## config.mk

```make
export PLATFORM = sky130hd
export DESIGN_NAME = uart_send
export DESIGN_NICKNAME = d
export VERILOG_FILES = /design/src/rtl/uart_send_pkg.sv /design/src/rtl/uart_send_fifo.sv /design/src/rtl/uart_send.sv
export SDC_FILE = /design/constraint.sdc
export NUM_CORES = 1
export LEC_CHECK = 0
export CAP_MARGIN = 10
export CORE_MARGIN = 1.5
export CORE_UTILIZATION = 35
export CTS_BUF_LIST = sky130_fd_sc_hd__clkbuf_8
export CTS_CLUSTER_DIAMETER = 30
export DETAILED_ROUTE_END_ITERATION = 16
export PLACE_DENSITY = 0.62
export SLEW_MARGIN = 20
export SYNTH_ARGS = -nofsm -noshare
export SYNTH_HDL_FRONTEND = slang
export SYNTH_SLANG_ARGS = --single-unit
export TNS_END_PERCENT = 30
```

## constraint.sdc

```tcl
create_clock -name clk -period 3 [get_ports clk]
set_clock_uncertainty 0.1 [all_clocks]
set_input_delay 0.45 -clock clk [delete_from_list [all_inputs] [get_ports clk]]
set_output_delay 0.45 -clock clk [all_outputs]
set_load 0.05 [all_outputs]
```

## src/rtl/uart_send_pkg.sv

```systemverilog
// Shared UART definitions: transmitter FSM encoding, frame width and the
// default clock/baud parameters common to uart_send and uart_recv.
package uart_send_pkg;

  localparam int unsigned UART_DATA_BITS        = 8;
  localparam int unsigned UART_DEFAULT_CLK_FREQ = 100_000_000;
  localparam int unsigned UART_DEFAULT_BAUD     = 9600;

  typedef enum logic [1:0] {
    IDLE  = 2'd0,
    START = 2'd1,
    DATA  = 2'd2,
    STOP  = 2'd3
  } uart_state_t;

endpackage

```

## src/rtl/uart_send_fifo.sv

```systemverilog
// Byte FIFO feeding the UART transmitter. Head is read combinationally;
// pointers wrap naturally because DEPTH is a power of two.
module uart_send_fifo
  import uart_send_pkg::*;
#(
  parameter int unsigned DEPTH = 4
) (
  input  logic                      clk,
  input  logic                      rst,
  input  logic                      push,
  input  logic                      pop,
  input  logic [UART_DATA_BITS-1:0] din,
  output logic [UART_DATA_BITS-1:0] dout,
  output logic                      full,
  output logic                      empty
);

  localparam int unsigned PTR_W = $clog2(DEPTH);
  localparam int unsigned CNT_W = PTR_W + 1;

  logic [UART_DATA_BITS-1:0] mem [DEPTH];
  logic [PTR_W-1:0]          wr_ptr;
  logic [PTR_W-1:0]          rd_ptr;
  logic [CNT_W-1:0]          count;

  // Storage, pointers and occupancy; reset discards all queued bytes.
  always_ff @(posedge clk or negedge rst) begin
    if (!rst) begin
      for (int unsigned i = 0; i < DEPTH; i++) begin
        mem[i] <= '0;
      end
      wr_ptr <= '0;
      rd_ptr <= '0;
      count  <= '0;
    end else begin
      if (push) begin
        mem[wr_ptr] <= din;
        wr_ptr      <= wr_ptr + PTR_W'(1);
      end
      if (pop) begin
        rd_ptr <= rd_ptr + PTR_W'(1);
      end
      case ({push, pop})
        2'b10:   count <= count + CNT_W'(1);
        2'b01:   count <= count - CNT_W'(1);
        default: count <= count;
      endcase
    end
  end

  assign dout  = mem[rd_ptr];
  assign full  = (count == CNT_W'(DEPTH));
  assign empty = (count == '0);

endmodule

```

## src/rtl/uart_send.sv

```systemverilog
// UART 8N1 transmitter with a small input FIFO. dout is registered so the
// line never glitches; back-to-back frames leave no idle gap.
module uart_send
  import uart_send_pkg::*;
#(
  parameter int unsigned CLK_FREQ   = UART_DEFAULT_CLK_FREQ,
  parameter int unsigned BAUD       = UART_DEFAULT_BAUD,
  parameter int unsigned FIFO_DEPTH = 4
) (
  input  logic                      clk,
  input  logic                      rst,
  input  logic [UART_DATA_BITS-1:0] data,
  input  logic                      valid,
  output logic                      ready,
  output logic                      dout,
  output logic                      busy
);

  localparam int unsigned DIVIDER = CLK_FREQ / BAUD;
  localparam int unsigned CNT_W   = (DIVIDER > 1) ? $clog2(DIVIDER) : 1;
  localparam int unsigned BIT_W   = $clog2(UART_DATA_BITS);

  uart_state_t               state;
  logic [CNT_W-1:0]          baud_cnt;
  logic [BIT_W-1:0]          bit_idx;
  logic [UART_DATA_BITS-1:0] shift;
  logic                      alive;

  logic                      fifo_push;
  logic                      fifo_pop;
  logic [UART_DATA_BITS-1:0] fifo_head;
  logic                      fifo_full;
  logic                      fifo_empty;
  logic                      baud_last;

  uart_send_fifo #(
    .DEPTH (FIFO_DEPTH)
  ) u_fifo (
    .clk   (clk),
    .rst   (rst),
    .push  (fifo_push),
    .pop   (fifo_pop),
    .din   (data),
    .dout  (fifo_head),
    .full  (fifo_full),
    .empty (fifo_empty)
  );

  // Holds ready low through reset and rises on the first edge after release.
  always_ff @(posedge clk or negedge rst) begin
    if (!rst) begin
      alive <= 1'b0;
    end else begin
      alive <= 1'b1;
    end
  end

  assign baud_last = (baud_cnt == CNT_W'(DIVIDER - 1));
  assign ready     = alive && !fifo_full;
  assign fifo_push = valid && ready;
  assign fifo_pop  = !fifo_empty &&
                     ((state == IDLE) || ((state == STOP) && baud_last));
  assign busy      = (state != IDLE) || !fifo_empty;

  // Frame sequencer: dout is loaded one cycle ahead with the next bit value
  // so each bit sits on the line for exactly DIVIDER cycles.
  always_ff @(posedge clk or negedge rst) begin
    if (!rst) begin
      state    <= IDLE;
      dout     <= 1'b1;
      baud_cnt <= '0;
      bit_idx  <= '0;
      shift    <= '0;
    end else begin
      case (state)
        IDLE: begin
          dout <= 1'b1;
          if (fifo_pop) begin
            shift    <= fifo_head;
            baud_cnt <= '0;
            state    <= START;
            dout     <= 1'b0;
          end
        end
        START: begin
          if (baud_last) begin
            baud_cnt <= '0;
            bit_idx  <= '0;
            state    <= DATA;
            dout     <= shift[0];
          end else begin
            baud_cnt <= baud_cnt + CNT_W'(1);
          end
        end
        DATA: begin
          if (baud_last) begin
            baud_cnt <= '0;
            shift    <= shift >> 1;
            if (bit_idx == BIT_W'(UART_DATA_BITS - 1)) begin
              state <= STOP;
              dout  <= 1'b1;
            end else begin
              bit_idx <= bit_idx + BIT_W'(1);
              dout    <= shift[1];
            end
          end else begin
            baud_cnt <= baud_cnt + CNT_W'(1);
          end
        end
        STOP: begin
          if (baud_last) begin
            baud_cnt <= '0;
            if (fifo_pop) begin
              shift <= fifo_head;
              state <= START;
              dout  <= 1'b0;
            end else begin
              state <= IDLE;
              dout  <= 1'b1;
            end
          end else begin
            baud_cnt <= baud_cnt + CNT_W'(1);
          end
        end
        default: begin
          state <= IDLE;
          dout  <= 1'b1;
        end
      endcase
    end
  end

endmodule
```

After elaboration in Yosys (flattened, before gate mapping)

Index checks and enable logic that the tools add are counted.

Logic and storage cells: 89
Register bits: 68
Output and inout port bits: 3

Muxes and demuxes: 31
$lt $le $gt $ge: 3
Eq/ne operators: 14
Reductions and logical operators: 20
Add/sub/neg operators: 6
Bitwise operators: 2

Operator list:

| cell                  | number |
|---|---|
| $mux 8                | 6 |
| $bwmux 32             | 1 |
| $mux 14               | 2 |
| $pmux 14 s2           | 1 |
| $pmux 8 s3            | 1 |
| $bmux 8 s2            | 1 |
| $demux 8 s2           | 1 |
| $add 14x1->14 const B | 1 |
| $eq 14x14->1 const B  | 1 |
| $pmux 3 s2            | 2 |
| $mux 2                | 5 |
| $ne 2x2->1 const B    | 5 |
| $mux 3                | 3 |
| $pmux 2 s4            | 1 |
| $add 3x1->3 const B   | 2 |
| $eq 2x2->1 const B    | 3 |
| $eq 3x3->1 const B    | 2 |
| $ge 3x3->1 const B    | 2 |
| $mux 1                | 6 |
| $not 2->3             | 2 |
| $reduce_and 3->1      | 2 |
| $reduce_bool 2->1     | 3 |
| $logic_and 1x1->1     | 5 |
| $reduce_and 5->1      | 1 |
| other kinds (13)      | 17 |

Depth between registers and ports, before layout

Gate-level depths: netlist of the first run.

Depth after elaboration: 7
Depth in mapped cells: 12
Depth with buffers taken out: 10

Cells and area by module

A second synthesis of the first run with hierarchy kept.

Cell total of the unflattened synthesis: 305
Area total of the unflattened synthesis: 3568.4 µm²

By module, submodules not included:

| module         | area an instance (µm²) | instances | cells an instance | sequential area each (µm²) |
|---|---|---|---|---|
| uart_send      | 1808.0                 | 1         | 194               | 726.9 |
| uart_send_fifo | 1760.4                 | 1         | 111               | 975.9 |

Worst setup path before layout of the first run

No wires, ideal clock.

Path type: register to register
Start: reg u_fifo.count[2]
End: reg u_fifo.count[1]
Arrival time: 2.535 ns
Stages on the path, launching flop included: 9
Slack: 0.282 ns
Clock period less this slack: 2.718 ns
Buffers on the path: 1
Library setup time: 0.083 ns
Path through: dfrtp_1 a31oi_1 and2_1 buf_2 inv_1 ha_1 inv_1 fa_1 o21ai_0

Cells in the longest elaborated chain, start to end: 6
Elaborated cells on any way between the ends: 11
Classes of those cells: eq/ne (3); mux (1); reduce/logical (7)

Ends and longest elaborated chain:

| what                                                   | line                 | text |
|---|---|---|
| start, declared                                        | uart_send_fifo.sv:24 | `logic [CNT_W-1:0] count;` |
| start signal, assigned                                 | uart_send_fifo.sv:44 | `2'b10: count <= count + CNT_W'(1);` |
| start signal, assigned                                 | uart_send_fifo.sv:45 | `2'b01: count <= count - CNT_W'(1);` |
| start signal, assigned                                 | uart_send_fifo.sv:46 | `default: count <= count;` |
| $eq 3x3->1 *                                           | uart_send_fifo.sv:52 | `assign full = (count == CNT_W'(DEPTH));` |
| $logic_not 1->1 *                                      | uart_send.sv:59      | `assign ready = alive && !fifo_full;` |
| $logic_and 1x1->1 *                                    | uart_send.sv:59      |  |
| via ready                                              | uart_send.sv:14      | `output logic ready,` |
| $logic_and 1x1->1 *                                    | uart_send.sv:60      | `assign fifo_push = valid && ready;` |
| $eq 2x1->1 / $eq 2x2->1 (equally long branches)        | uart_send_fifo.sv:43 | `case ({push, pop})` |
| $pmux 3 s2 / $reduce_bool 2->1 (equally long branches) | -                    |  |

Mark *: on every way through the listed nets, which the timed path passes. The rest lies on a longest branch.
A chain may end at the register's enable or synchronous reset.

Final worst setup path of the first run

Start: reg baud_cnt[4]
End: reg u_fifo.count[2]

Cells in the longest elaborated chain, start to end: 6
Elaborated cells on any way between the ends: 8
Classes of those cells: eq/ne (3); mux (1); reduce/logical (4)

Ends and longest elaborated chain:

| what                                                   | line                 | text |
|---|---|---|
| start, declared                                        | uart_send.sv:24      | `logic [CNT_W-1:0] baud_cnt;` |
| start signal, assigned                                 | uart_send.sv:92      | `baud_cnt <= baud_cnt + CNT_W'(1);` |
| start signal, assigned                                 | uart_send.sv:107     | `baud_cnt <= baud_cnt + CNT_W'(1);` |
| start signal, assigned                                 | uart_send.sv:122     | `baud_cnt <= baud_cnt + CNT_W'(1);` |
| $eq 14x14->1 *                                         | uart_send.sv:58      | `assign baud_last = (baud_cnt == CNT_W'(DIVIDER - 1));` |
| $logic_and 1x1->1 *                                    | uart_send.sv:62      | `((state == IDLE) \|\| ((state == STOP) && baud_last));` |
| $logic_or 1x1->1 *                                     | uart_send.sv:62      |  |
| $logic_and 1x1->1 *                                    | uart_send.sv:61      | `assign fifo_pop = !fifo_empty &&` |
| $eq 2x1->1 / $eq 2x2->1 (equally long branches)        | uart_send_fifo.sv:43 |  |
| $pmux 3 s2 / $reduce_bool 2->1 (equally long branches) | -                    |  |

Every way passes the cells marked *; elsewhere a longest branch is shown, timed or not.

==> summary by stage, run 1 <==
CTS
For this design, the sink count on the clock tree is 68. The count of instances resized after the clock tree is built is 0. The tree is rooted in a clkbuf_8. The clock latency on the worst-skew pair is 0.33 ns. The H-tree depth is 3.

The clock-pin slew on the worst setup and hold paths is 0.08 ns. No sink is reached through more buffers than the 2 on the longest clock path. TritonCTS built the clock tree. Clock tree synthesis inserted a total of 9 buffers. Buffers inserted to repair hold after CTS numbered 0. The number of setup buffers added after CTS is 0.

Outcome
The flow ran to the end, and the final reports show no timing, DRC or antenna violations.

Placement
During placement, the flow inserted port buffers numbering 13. Once detailed placement completed, the half-perimeter wirelength came to 4.46 mm. Timing analysis after detailed placement gives a worst setup slack of 0.515 ns. The final estimated routing congestion in global placement is 0.739.

Synthesis
In the synthesized netlist the dominant register cell turns out to be dfrtp_1. The distinct cell type count after synthesis is 54. The number of register bits inferred by synthesis is 68. Ranked by total cell area, the synthesized netlist is headed by dfrtp_1 47%, mux2_2 11%, ha_1 4.6%, mux4_2 3.2%, o21ai_0 2.9%. Synthesis produced a netlist with a net count of 326.

The number of synthesized flops with an enable pin is 0. The top cell type's share of synthesized area is 46.9%. The fraction of synthesis flops using an asynchronous set or reset pin is 100%. The mapped netlist covers 0.00357 mm^2. By count the netlist is led by 67 x dfrtp_1, 34 x mux2_2, 27 x nand2_1. The library cell occupying the most area in the post-synthesis netlist is dfrtp_1.

The post-synthesis area per instance is 11.9 um^2. Synthesis produced a netlist whose cell count is 301. The most instantiated library cell after synthesis is dfrtp_1. After synthesis, flip-flops and latches occupy 47.7% of the total area. For this run, the number of Yosys warnings is 0.

Timing
The highest clock frequency the design can meet is 400 MHz. The post-layout minimum cycle time is around 2.5 ns. The count of final hold-check violations came to 0. The number of max-slew violations in the final report is 0. The final setup violation count is 0. On the final layout, the worst hold slack is 0.216 ns. At the pin with the least slew margin, the transition time is 0.865 ns. Adding up every negative setup slack in the final design gives 0 ns. Of the available clock period, the critical path in the final layout requires 83.4%. The worst pin sits at a relative slew slack of 42.3%.

The worst setup slack after layout is between 0.4 and 0.5 ns. Setup repair after global routing left no endpoint under its margin.

Drt
The per-cell via count in the routed design is 5.03. Once detail routing completed, the nets flagged for antenna violations numbered 0. After detailed routing, the number of remaining DRC violations is 0. Dividing the detail-routed wire length by the instance count gives approximately 14 um. The final wirelength is 6.58 mm. The first-pass iteration count of the detailed router is 4. The first-iteration detailed-routing DRC count is 52. The routed layout has 2289 vias.

Global routing
The residual overflow from global routing is 0. The number of global-route vias before repair is 2339. Entering global routing, the biggest net connects 69 pins. The number of antenna violations at the first check in global routing is 0. The first global-routing pass estimated between 10 and 15 mm of wire. The combined global-route utilization of all metal layers is 13.3%.

Die
The effective utilization at floorplan is a little over a third. The die height is around 100 um. The number of placement rows is 36. The horizontal extent of the die is between 100 and 150 um. The top-level I/O count is 14. The floorplan die area is around 0.011 mm^2.

The core region area is about 0.0098 mm^2.

Critical path
The top fanout value on the critical path is 7. The data required time of the critical path is 3.16 ns. The path type of the worst setup path is flip-flop to flip-flop. The startpoint class of the critical path is a flip-flop.

Data on the critical path arrives at its endpoint at 2.66 ns. The critical path endpoint category is a flip-flop.

Layout
The share of layout cells above drive strength 1 is 25.5%. The number of inserted diodes is 0. Relative to the synthesized area, the layout overhead comes to 12.5%. Cells fill 40.9% of the core in the end. At the end of the flow, the number of nets in the layout was about 340.

Power and ir drop
VDD sags by at most 0.406 mV. In this run the power density over the cells is 994 mW/mm^2. The reported leakage power is 1.78 nW.

Run
The number of max-capacitance violations reported is 0.

Worst hold path
The worst hold-check path type is input port to async pin.
==> per-layer routing <==
metal | vias up | part of all wire [%] | track usage (%)
li1 | 1108 | - | -
met1 | 1153 | 46 | 16.4
met2 | 19 | 50 | 22.8
met3 | 9 | 2.2 | 3.32
met4 | 0 | 1.4 | 4.37
met5 | - | 0 | 0
==> sequential cells by signal, summed over array words and instances, names as in the netlist <==
name / cells
bit_idx: 3
alive: 1
u_fifo.count: 3
u_fifo.mem: 32
u_fifo.wr_ptr: 2
baud_cnt: 14
u_fifo.rd_ptr: 2
dout: 1
shift: 8
state: 2
==> kinds of logic (layout without fill, tap and decap cells) <==
logic type,Yosys count,after routing,share of synthesized area [%]
flip-flops,68,68,47.7
adder cells (fa/ha/maj),14,14,5.11
AO/OA/AOI/OAI,54,54,11.4
other,1,1,0.105
AND/OR/NAND/NOR,71,71,10.6
multiplexers,50,50,18.2
XOR/XNOR,9,9,2.21
buffers and inverters,34,55,4.69
==> layout make-up <==
type,count,area (um^2)
fill,1006,5800
timing repair buffer,18,160
inverter,21,78.8
clock inverter,6,71.3
multi-input combinational,199,1700
clock buffer,10,138
tap,133,166
sequential,68,1700
==> cells in the final DEF, fill, tap and decap left out, types with 4 or more instances in the layout <==
master           synthesis  final
xnor2_1                  4      4
buf_4                    1      6
o221a_2                  4      4
o21ai_0                 21     21
a22o_1                   6      6
mux4_2                   5      5
and3_1                   4      4
xor2_1                   5      5
mux2i_1                  8      8
dfrtp_1                 67     67
ha_1                    13     13
nor2_1                  15     15
nand3_1                  5      5
mux2_2                  34     34
clkdlybuf4s50_1          0     11
inv_1                   21     21
clkbuf_8                 1     10
nand2_1                 27     27
==> power by group <==
| group | switching (W) | internal (W) |
|---|---|---|
| combinational | 0.000775 | 0.000896 |
| sequential | 0.000264 | 0.00128 |
| clock | 0.000369 | 0.000412 |
| total | 0.00141 | 0.00259 |
==> worst max-delay path: stages (launching register included) <==
cell     delay, ns
dfrtp_1       0.43
nor4b_4       0.43
nand4_4       0.22
o21ai_4       0.20
ha_1          0.19
inv_1         0.06
fa_1          0.37
xor2_1        0.17
nor2_1        0.12
xor2_1        0.15
==> per-stage QoR <==
stage	instance area (um^2)	power (W)	std cells
final	4020	0.00400	455
after floorplan	3570	0.00291	301
after global routing	4020	0.00431	455
after CTS	4020	0.00406	455
after global placement	3810	0.00320	439
after detailed placement	3810	0.00325	439
==> worst paths after layout <==
path / from / to / slack, ns / cells after the start
min in group clk: baud_cnt[13]$_DFFE_PN0N_ / baud_cnt[13]$_DFFE_PN0N_ / 0.40 / 1
setup / recovery: baud_cnt[4]$_DFFE_PN0N_ / u_fifo.count[2]$_DFFE_PN0P_ / 0.50 / 9
setup reg to reg: baud_cnt[4]$_DFFE_PN0N_ / u_fifo.count[2]$_DFFE_PN0P_ / 0.50 / 9
hold reg to reg: baud_cnt[13]$_DFFE_PN0N_ / baud_cnt[13]$_DFFE_PN0N_ / 0.40 / 1
max in group asynchronous: rst / baud_cnt[13]$_DFFE_PN0N_ / 2.02 / 2
hold / removal: rst / u_fifo.mem[22]$_DFFE_PN0P_ / 0.22 / 2
(Power assumes the default switching activity.)
==> inputs of run 2 (changes only) <==
PLACE_DENSITY = 0.64   (was 0.62)
clock period = 2.2 ns   (was 3 ns; I/O delays follow)
==> run 2 against run 1 <==
Largest power group unchanged. Global-route usage increased by 0.48 points. Flip-flop and latch count did not move. The run now ends with setup timing left. Setup slack worse by 0.53 ns. Clock power rose by 41%. Die area stayed put. Sequential share of layout area down 2.6 points. Critical path depth unchanged. Register-to-register slack got worse by 0.53 ns. Non-clock buffer count increased by 27.
==> summary by stage, run 2 (synthesis gave the netlist of run 1 again) <==
Power and ir drop
Dividing total power by cell area gives a power density of 1340 mW/mm^2. The worst-case IR drop observed on VDD is 0.595 mV. The reported leakage power is 1.91 nW.

Layout
The count of cells in the finished layout, fillers not included, comes to 482. For this run, the post-layout net count is 369. Of the cells placed in the final design, the portion with a size suffix greater than 1 is 34.7%.

The largest registers in the layout are u_fifo.mem: 32 flops, baud_cnt: 14 flops, shift: 8 flops. The flip-flop count of the largest register, all copies and words added is 32. The number of inserted diodes is 0. The register ranked first by flip-flop count is u_fifo.mem. From synthesis to final layout, the design area changed by 19.9%. In the layout the commonest cells are 67 x dfrtp_1, 34 x mux2_2, 30 x buf_4. The most common cell after layout, fill and taps aside is dfrtp_1.

Drt
The first-pass iteration count of the detailed router is 4. The per-cell via count in the routed design is 4.93. The first-iteration detailed-routing DRC count is 112. The detailed-route wire length per cell is 14.4 um.

The met3 wire length is around 180 um. The count of nets left with antenna violations once routing finished came out at 0. After detailed routing, the number of remaining DRC violations is 0. The sum of routed wire segments on met1 is 3.39 mm. The final layout contains routed wiring with a total length of 6.94 mm. The via count is around 2400. The met2 routed wirelength is approximately 3.2 mm. The uppermost signal routing layer after detailed routing is met4.

CTS
Counting the buffers created by CTS gives 9. The clock-pin slew on the worst setup and hold paths is 0.08 ns. The clock net in this run drives a total of 68 sinks. TritonCTS built the clock tree. The clock latency on the worst-skew pair is ~0.34 ns. No sink is reached through more buffers than the 2 on the longest clock path.

The tree is rooted in a clkbuf_8. CTS built an H-tree with a depth of 3.

Die
Once the floorplan was initialized, standard cells occupied a little over a third of the core. The horizontal extent of the die is 104 um. The number of placement rows is 36. The die covers 0.0108 mm^2.

The core region area is just under 0.01 mm^2. The die is roughly 100 um tall. The top-level I/O count is 14.

Global routing
The total overflow left after global routing is 0. The number of antenna violations at the first check in global routing is 0. The pin count of the biggest net entering global routing is 69. The number of global-route vias before repair is 2454. The first global-routing pass estimated 12.0 mm of wire. In the global route stage, overall resource usage came out at between 10% and 20%.

Timing
Dividing the final minimum period by the clock period gives 102%. The aggregate negative setup slack is -0.0343 ns. The worst setup slack after layout is -0.0343 ns. The count of final hold-check violations is 0. The post-route worst hold slack is 0.393 ns. The number of max-slew violations in the final report came to 0.

Setup repair after global routing could not meet its margin everywhere. Setup violations remaining at the end of the flow were counted as 1. The post-layout minimum cycle time is 2.23 ns.

Derived from the worst setup path, the maximum achievable clock frequency is 448 MHz.

Critical path
Walking the worst path, the cells encountered are nor4b_4, nand4_4, o21ai_4, ha_4, inv_2, fa_2, xor2_1, nor2_1, xor2_1. The path type of the worst setup path is flip-flop to flip-flop. The critical path's largest stage delay is slightly above 0.4 ns. Along the worst path, the maximum fanout reaches 2. The critical path endpoint category is a flip-flop. STA puts the critical path data required time at between 2 and 2.5 ns.

By instance count, the cell type seen most on the critical path is xor2_1. STA puts the critical path data arrival time at 2.40 ns. The startpoint class of the critical path is a flip-flop.

For this design, the slowest cell found on the critical path is dfrtp_1.

Outcome
The flow ran to the end, but the final reports show violations. The checks that failed: setup timing.

Placement
The total of buffers placed on input and output ports is 13. Timing analysis after detailed placement gives a worst setup slack of -0.00890 ns. Once detailed placement completed, the half-perimeter wirelength came to 4.64 mm. The number of placed instances, taps included, is 463. The final estimated routing congestion in global placement is 0.745.

Run
Across the run, the number of max-cap violations was 0.

Worst hold path
The worst hold-check path type is flip-flop to flip-flop.
[run 2: metal layers]
layer	vias to the layer above	GRT usage [%]
li1	1154	-
met1	1183	18.1
met2	30	22.2
met3	11	2.76
met4	0	5.75
met5	-	0
[run 2: area by class of cell]
class	count	area, um^2
clock buffer	9	124
fill	942	5530
inverter	21	78.8
tap	133	166
timing repair buffer	45	383
sequential	68	1700
clock inverter	7	82.6
multi-input combinational	199	1750
[run 2: path summary, 6_finish.rpt]
| check | from | to | slack [ns] | cells after the start |
|---|---|---|---|---|
| max | baud_cnt[4]$_DFFE_PN0N_ | u_fifo.count[2]$_DFFE_PN0P_ | -0.03 | 9 |
| min in group asynchronous | rst | baud_cnt[1]$_DFFE_PN0N_ | 0.42 | 3 |
| min reg2reg | baud_cnt[13]$_DFFE_PN0N_ | baud_cnt[13]$_DFFE_PN0N_ | 0.39 | 1 |
| min | baud_cnt[13]$_DFFE_PN0N_ | baud_cnt[13]$_DFFE_PN0N_ | 0.39 | 1 |
| max in group asynchronous | rst | dout$_DFFE_PN1P_ | 1.23 | 3 |
| max reg2reg | baud_cnt[4]$_DFFE_PN0N_ | u_fifo.count[2]$_DFFE_PN0P_ | -0.03 | 9 |
[run 2: what timing repair did]
item,4_1_cts,5_1_grt
pin swaps,1,2
endpoints found under the hold margin,67,0
resized for setup,3,7
setup buffers,1,1
setup endpoints to repair,2,6
hold buffers,1,0
[run 2: where the power goes]
group | switching (W) | leakage, nW | internal [W]
Sequential | 0.000298 | 0.851 | 0.00175
Clock | 0.000552 | 0.0988 | 0.000544
Combinational | 0.00121 | 0.965 | 0.00138
[run 2: critical path: cells and delay by family (launching register included)]
kind / cells / cell delay [ns]
and+or+nand+nor: 3 / 0.65
adders and majority gates: 2 / 0.47
DFF: 1 / 0.41
xor gates and xnor gates: 2 / 0.32
AOI/OAI and AO/OA: 1 / 0.17
buffers and inverters: 1 / 0.03
[run 2: metrics by stage]
stage / utilization (%) / power [W] / area, um^2
after detailed placement: 41.0 / 0.00461 / 4030
after global placement: 41.0 / 0.00451 / 4030
final: 43.6 / 0.00573 / 4290
after global routing: 43.6 / 0.00614 / 4290
after CTS: 43.4 / 0.00575 / 4260
after floorplan: - / 0.00400 / 3610
==> inputs of run 3 (changes only) <==
CELL_PAD_IN_SITES_DETAIL_PLACEMENT = 0   (was not set)
CELL_PAD_IN_SITES_GLOBAL_PLACEMENT = 1   (was not set)
PLACE_DENSITY = 0.73   (was 0.64)
==> run 3 against run 2 <==
The flow now finishes without violations. Power up 0.99%. Register-to-register slack better by 0.05 ns. Global-route usage up 0.44 points. Critical path depth unchanged. Utilization up 0.24 points. Routed wire length up 2.8%. Largest cell class unchanged. Highest routed layer unchanged.
==> summary by stage, run 3 (synthesis gave the netlist of run 1 again) <==
Layout
The largest registers in the layout are u_fifo.mem: 32 flops, baud_cnt: 14 flops, shift: 8 flops. The area growth from synthesis to layout is 20.6%. The design area is 0.00431 mm^2. The utilization after layout is a little over two fifths.

In the final layout, the share of cells above drive strength 1 is 34.3%. The register with the most flip-flops in the layout has 32 of them. In the final layout, flip-flops and latches occupy 0.00170 mm^2. The number of inserted diodes is 0. The multi-input logic area is 0.00177 mm^2. The register ranked first by flip-flop count is u_fifo.mem.

The library cells used most frequently in the layout, excluding fill and tap cells, are 67 x dfrtp_1, 34 x mux2_2, 32 x buf_4. The total number of nets in the final design is 370. The number of filler instances in the final layout is approximately 970. Leaving out fill and tap cells, the most frequent cell in the layout is dfrtp_1.

Drt
The first-iteration detailed-routing DRC count is 62. The final routed DRC violation total is 0. After detailed routing, the met3 layer carries 156 um of wire. The via count is 2400. The uppermost signal routing layer after detailed routing is met4. After detailed routing, the average wire length per cell comes to 14.8 um. The sum of routed wire segments on met1 is 3.39 mm. Before antenna repair, the detailed router went through 4 iterations.

The remaining number of nets flagged by the antenna check after routing is 0. For this block, the routed nets add up to about 7.1 mm of wire. The per-cell via count in the routed design is a little under 5. The met2 routed wirelength is 3.49 mm.

Die
After floorplanning, the core was sized to cover 0.00982 mm^2. The initialized floorplan defines 36 standard-cell rows. The die covers around 0.011 mm^2. The top-level I/O count is 14.

Once the floorplan was initialized, standard cells occupied around 36% of the core. The die height is 104 um. In this run the horizontal extent of the chip is 104 um.

Placement
Input and output buffers added on the ports amount to 13. Detailed placement finished with a half-perimeter wire length of 4.96 mm. The placement-stage cell area is 0.00403 mm^2. OpenSTA, run right after detailed placement, puts the worst setup slack at -0.0192 ns. At the end of routability-driven placement, the weighted congestion stood at 0.747.

Timing
The number of max-slew violations in the final report is 0. For the pin with the worst max-slew slack, the measured transition is 0.496 ns. The ratio of final minimum period to clock period is 99.3%. Setup repair after global routing could not meet its margin everywhere. Setup violations remaining at the end of the flow were counted as 0. The count of final hold-check violations is 0. The post-route worst hold slack is 0.321 ns. For the finished layout, the period the worst path requires is 2.19 ns.

For this run, the top clock speed supported by timing is around 460 MHz. For the final routed database, the setup TNS stands at 0 ns. The relative max-transition margin is 66.9%. The worst setup slack after layout is 0.0144 ns.

Global routing
The global-route wire length before repair is approximately 12 mm. The residual overflow from global routing is 0. The number of antenna violations at the first check in global routing is 0. Entering global routing, the biggest net connects 56 pins. The number of global-route vias before repair is 2472. The combined global-route utilization of all metal layers is 14.2%.

Critical path
The launching point of the worst reg2reg path is baud_cnt[10]$_DFFE_PN0N_. The worst setup path is captured at a flip-flop. The setup slack on the worst flop-to-flop path is 0.01 ns. The worst setup path startpoint is baud_cnt[10]$_DFFE_PN0N_. The top fanout value on the critical path is 2.

The path type of the worst setup path is flip-flop to flip-flop. The worst setup path is launched from a flip-flop. In this run the worst setup path terminates at u_fifo.count[2]$_DFFE_PN0P_. For this run, the slowest stage of the critical path takes 0.42 ns.

Grouping stages by cell kind, the critical path spends the most delay in simple AND/OR/NAND/NOR gates. The worst reg-to-reg path cell count is 9. The data required time of the critical path is 2.38 ns.

In this run the critical register-to-register path is captured at u_fifo.count[2]$_DFFE_PN0P_. The number of buffers and inverters on the critical path is 1. Traced cell by cell, the critical path runs through nor4b_4, nand4_4, o21ai_4, ha_4, inv_2, fa_2, xor2_1, nor2_1, xor2_1. The cell repeated most along the worst path is xor2_1.

On the critical path, the stage with the largest delay is an instance of dfrtp_1. The logic depth of the worst path, buffers included is 9. The endpoint arrival time on the critical path is 2.36 ns.

Run
Across the run, the number of max-cap violations was 0.

CTS
The number of clock buffers inserted by TritonCTS is 9. For this design, the sink count on the clock tree is 68. The H-tree depth is 3.

Clock-pin slew was measured on the worst setup and hold paths at roughly 0.09 ns. The clock tree from TritonCTS is done. Clock latency on the worst-skew pair, taken at its later pin, is 0.35 ns. The tree is rooted in a clkbuf_8. The maximum buffer depth of the clock tree is 2.

Power and ir drop
VDD sags by at most 0.672 mV. In this run the power density over the cells is 1340 mW/mm^2. The reported leakage power is 1.93 nW.

Outcome
The flow ran to the end, and the final reports show no timing, DRC or antenna violations.

Worst hold path
In this run the worst hold path is classified as input port to async pin.
==> run 3: cell count changes in the layout (fill, tap and decap cells not counted), sizes merged <==
cell	delta
clkinv	+1
clkinvlp	-1
buf	+1
==> run 3: routing by layer <==
layer / global-route usage, % / vias up
li1: - / 1163
met1: 18.8 / 1208
met2: 22.8 / 21
met3: 2.94 / 8
met4: 5.65 / 0
met5: 0 / -
==> run 3: worst min-delay path by stage <==
stage,from,to,slack [ns],cells past startpoint
final,rst,baud_cnt[0]$_DFFE_PN0N_,0.32,2
after global routing,rst,baud_cnt[0]$_DFFE_PN0N_,0.35,2
after CTS,rst,baud_cnt[0]$_DFFE_PN0N_,0.32,2
after detailed placement,rst,alive$_DFF_PN0_,0.18,1
after global placement,rst,alive$_DFF_PN0_,0.17,1
after floorplan,rst,alive$_DFF_PN0_,-0.07,0
==> run 3: report_power, final <==
part / total (W) / leakage (nW) / switching (W) / internal (W)
combinational: 0.00261 / 0.974 / 0.00120 / 0.00141
clock: 0.00108 / 0.101 / 0.000545 / 0.000538
sequential: 0.00209 / 0.851 / 0.000341 / 0.00175
total: 0.00578 / 1.93 / 0.00209 / 0.00370
==> run 3: layout make-up <==
class | instances | area share (%)
Clock buffer | 9 | 2.87
Clock inverter | 7 | 1.80
Inverter | 21 | 1.83
Multi-Input combinational cell | 199 | 41.1
Sequential cell | 68 | 39.5
Tap cell | 133 | 3.86
Timing Repair Buffer | 46 | 8.97
==> run 3: stage by stage <==
stage,std cells,power [W]
2_1_floorplan,301,0.00400
3_5_place_dp,463,0.00461
6_report,483,0.00578
5_1_grt,483,0.00621
3_3_place_gp,463,0.00452
4_1_cts,482,0.00573
==> run 3: repair_timing <==
item                       in CTS  in global routing
hold buffers                    1                  0
gates resized for setup         2                  8
hold endpoints to repair       12                  0
pin swaps                       4                  2
buffers inserted                2                  1
setup endpoints to repair       2                  7
==> RTL edit: new RTL, config.mk and constraints of run 3 <==
The parameter `FIFO_DEPTH` goes from 4 to 8.
--- a/src/rtl/uart_send.sv
+++ b/src/rtl/uart_send.sv
@@ -5,7 +5,7 @@
 #(
   parameter int unsigned CLK_FREQ   = UART_DEFAULT_CLK_FREQ,
   parameter int unsigned BAUD       = UART_DEFAULT_BAUD,
-  parameter int unsigned FIFO_DEPTH = 4
+  parameter int unsigned FIFO_DEPTH = 8
 ) (
   input  logic                      clk,
   input  logic                      rst,
Formal check against the unedited RTL: not equivalent (a bounded check fails within 10 cycles, from zero or initial values and one cycle with rst low).
==> RTL edit against run 3 <==
- the flow now finishes with violations (setup timing)
- non-clock buffer count rose by 29
- cell area rose by 43%
- via count rose by 43%
- worst hold slack improved by 0.056 ns
- total power rose by 44%
- routed wire length rose by 52%
- sequential cell count rose by 35
- area after synthesis rose by 42%
- worst setup slack got worse by 0.56 ns
- sequential power rose by 52%
- critical endpoint unchanged
==> RTL edit: results (changes against run 3) <==
| Metric | Value |
|---|---|
| Cell Int Power | 0.00535 W (+45%) |
| Post-DP HPWL | 7510 µm (+51%) |
| # setup viols final | 17 (+17) |
| Synth cell count leaders | dfrtp_1, mux2_2, nand2_1 |
| Pre-CTS setup slack | -0.494 ns (-0.475 ns) |
| Measured slew at the worst slew-check pin | 0.645 ns (+0.149 ns) |
| GPL Wtd Cong | 0.743 (-0.63%) |
| Sequential fraction of the synthesis area | 50.8% (+3.1 points) |
| Top Registers | u_fifo.mem: 64 flops, baud_cnt: 14 flops, shift: 8 flops |
| Reg2reg path depth | 10 (+1) |
| Wire per inst | 16.6 µm (+12%) |
| Status | finished with violations |
| Synth top area cells | dfrtp_1, mux2_2, mux4_2, ha_1, mux2i_1 |
| Nets@finish | 494 (+34%) |
| Fin worst setup slack | -0.546 ns (-0.561 ns) |
| Vias in the first global route | 3603 (+46%) |
| Largest net degree at the start of global routing | 49 (-13%) |
| Layout cells sized above 1 | 39.2% (+4.9 points) |
| Arrival @ worst endpoint | 2.95 ns (+0.59 ns) |
| Leak | 2.71 nW (+41%) |
| Yosys cell types | 49 (-9.3%) |
| Total GRT Usage | 15.9% (+1.7 points) |
| Wire length of the first global-routing pass | 18300 µm (+50%) |
| DRT iter0 DRCs | 133 (+110%) |
| Maximum vdd drop | 0.765 mV (+14%) |
| Violated checks | setup timing |
## RTL edit: final cells by class
type / instances / area, µm²
clock buffer: 10 / 138
clock inverter: 6 / 61.3
multi-input combinational: 275 / 2500
inverter: 6 / 22.5
sequential: 103 / 2580
fill: 1255 / 7870
tap: 180 / 225
timing repair buffer: 75 / 642
## RTL edit: cell families after synthesis
| group | synth area share, % |
|---|---|
| other | 0.0738 |
| and+or+nand+nor | 9.19 |
| adders and majority gates | 3.20 |
| DFF | 50.8 |
| buffers and inverters | 1.68 |
| AOI/OAI and AO/OA | 8.11 |
| muxes | 24.9 |
| xor gates and xnor gates | 2.07 |
## RTL edit: worst max path at each step
stage	endpoint	slack [ns]	cells after the start
finish	u_fifo.count[2]	-0.55	10
global route	u_fifo.count[2]	-0.68	10
CTS	u_fifo.count[2]	-0.54	10
detailed placement	u_fifo.count[3]	-0.49	9
global placement	u_fifo.count[3]	-0.45	9
floorplan	u_fifo.count[2]	-0.62	11
## RTL edit: metal layers
| layer | global-route usage (%) | share of wire (%) | vias to the layer above |
|---|---|---|---|
| met5 | 0 | 0 | - |
| met4 | 4.74 | 1.4 | 0 |
| met3 | 4.06 | 3.0 | 13 |
| met2 | 27.8 | 51 | 36 |
| met1 | 19.4 | 45 | 1760 |
| li1 | - | - | 1616 |
## RTL edit: power by group through the flow
| stage | logic (W) | clock network, W | registers, W |
|---|---|---|---|
| after CTS | 0.00392 | 0.00126 | 0.00317 |
| after floorplan | 0.00275 | 0 | 0.00311 |
| after global placement | 0.00364 | 0 | 0.00316 |
| final | 0.00398 | 0.00121 | 0.00317 |
| after global routing | 0.00437 | 0.00133 | 0.00329 |
| after detailed placement | 0.00376 | 0 | 0.00322 |
## RTL edit: worst max-delay path, stage by stage, from the launching register on
cell and delay, ns:
dfrtp_1 0.40, or4b_4 0.55, or4_4 0.46, o21ai_4 0.22
ha_4 0.17, xor2_1 0.14, ha_2 0.19, a21oi_2 0.04
xor2_1 0.13, nor2_1 0.11, xor2_1 0.15
## RTL edit: timing repair
| action | 4_1_cts | 5_1_grt |
|---|---|---|
| endpoints found under the setup margin | 21 | 25 |
| hold buffers | 1 | 0 |
| gates cloned | 0 | 0 |
| buffers inserted | 5 | 1 |
| pin swaps | 0 | 2 |
| resized for setup | 10 | 7 |
| hold endpoints to repair | 44 | 0 |
## RTL edit: through the flow
stage	setup TNS (ns)	hold WS, ns	area (µm²)	util (%)
final	-6.92	0.377	6170	43.9
after global routing	-8.40	0.423	6170	43.9
after CTS	-6.56	0.390	6130	43.7
after detailed placement	-3.03	0.292	5850	41.6
after global placement	-2.33	0.284	5850	41.6
after floorplan	-2.32	-0.0656	5120	-
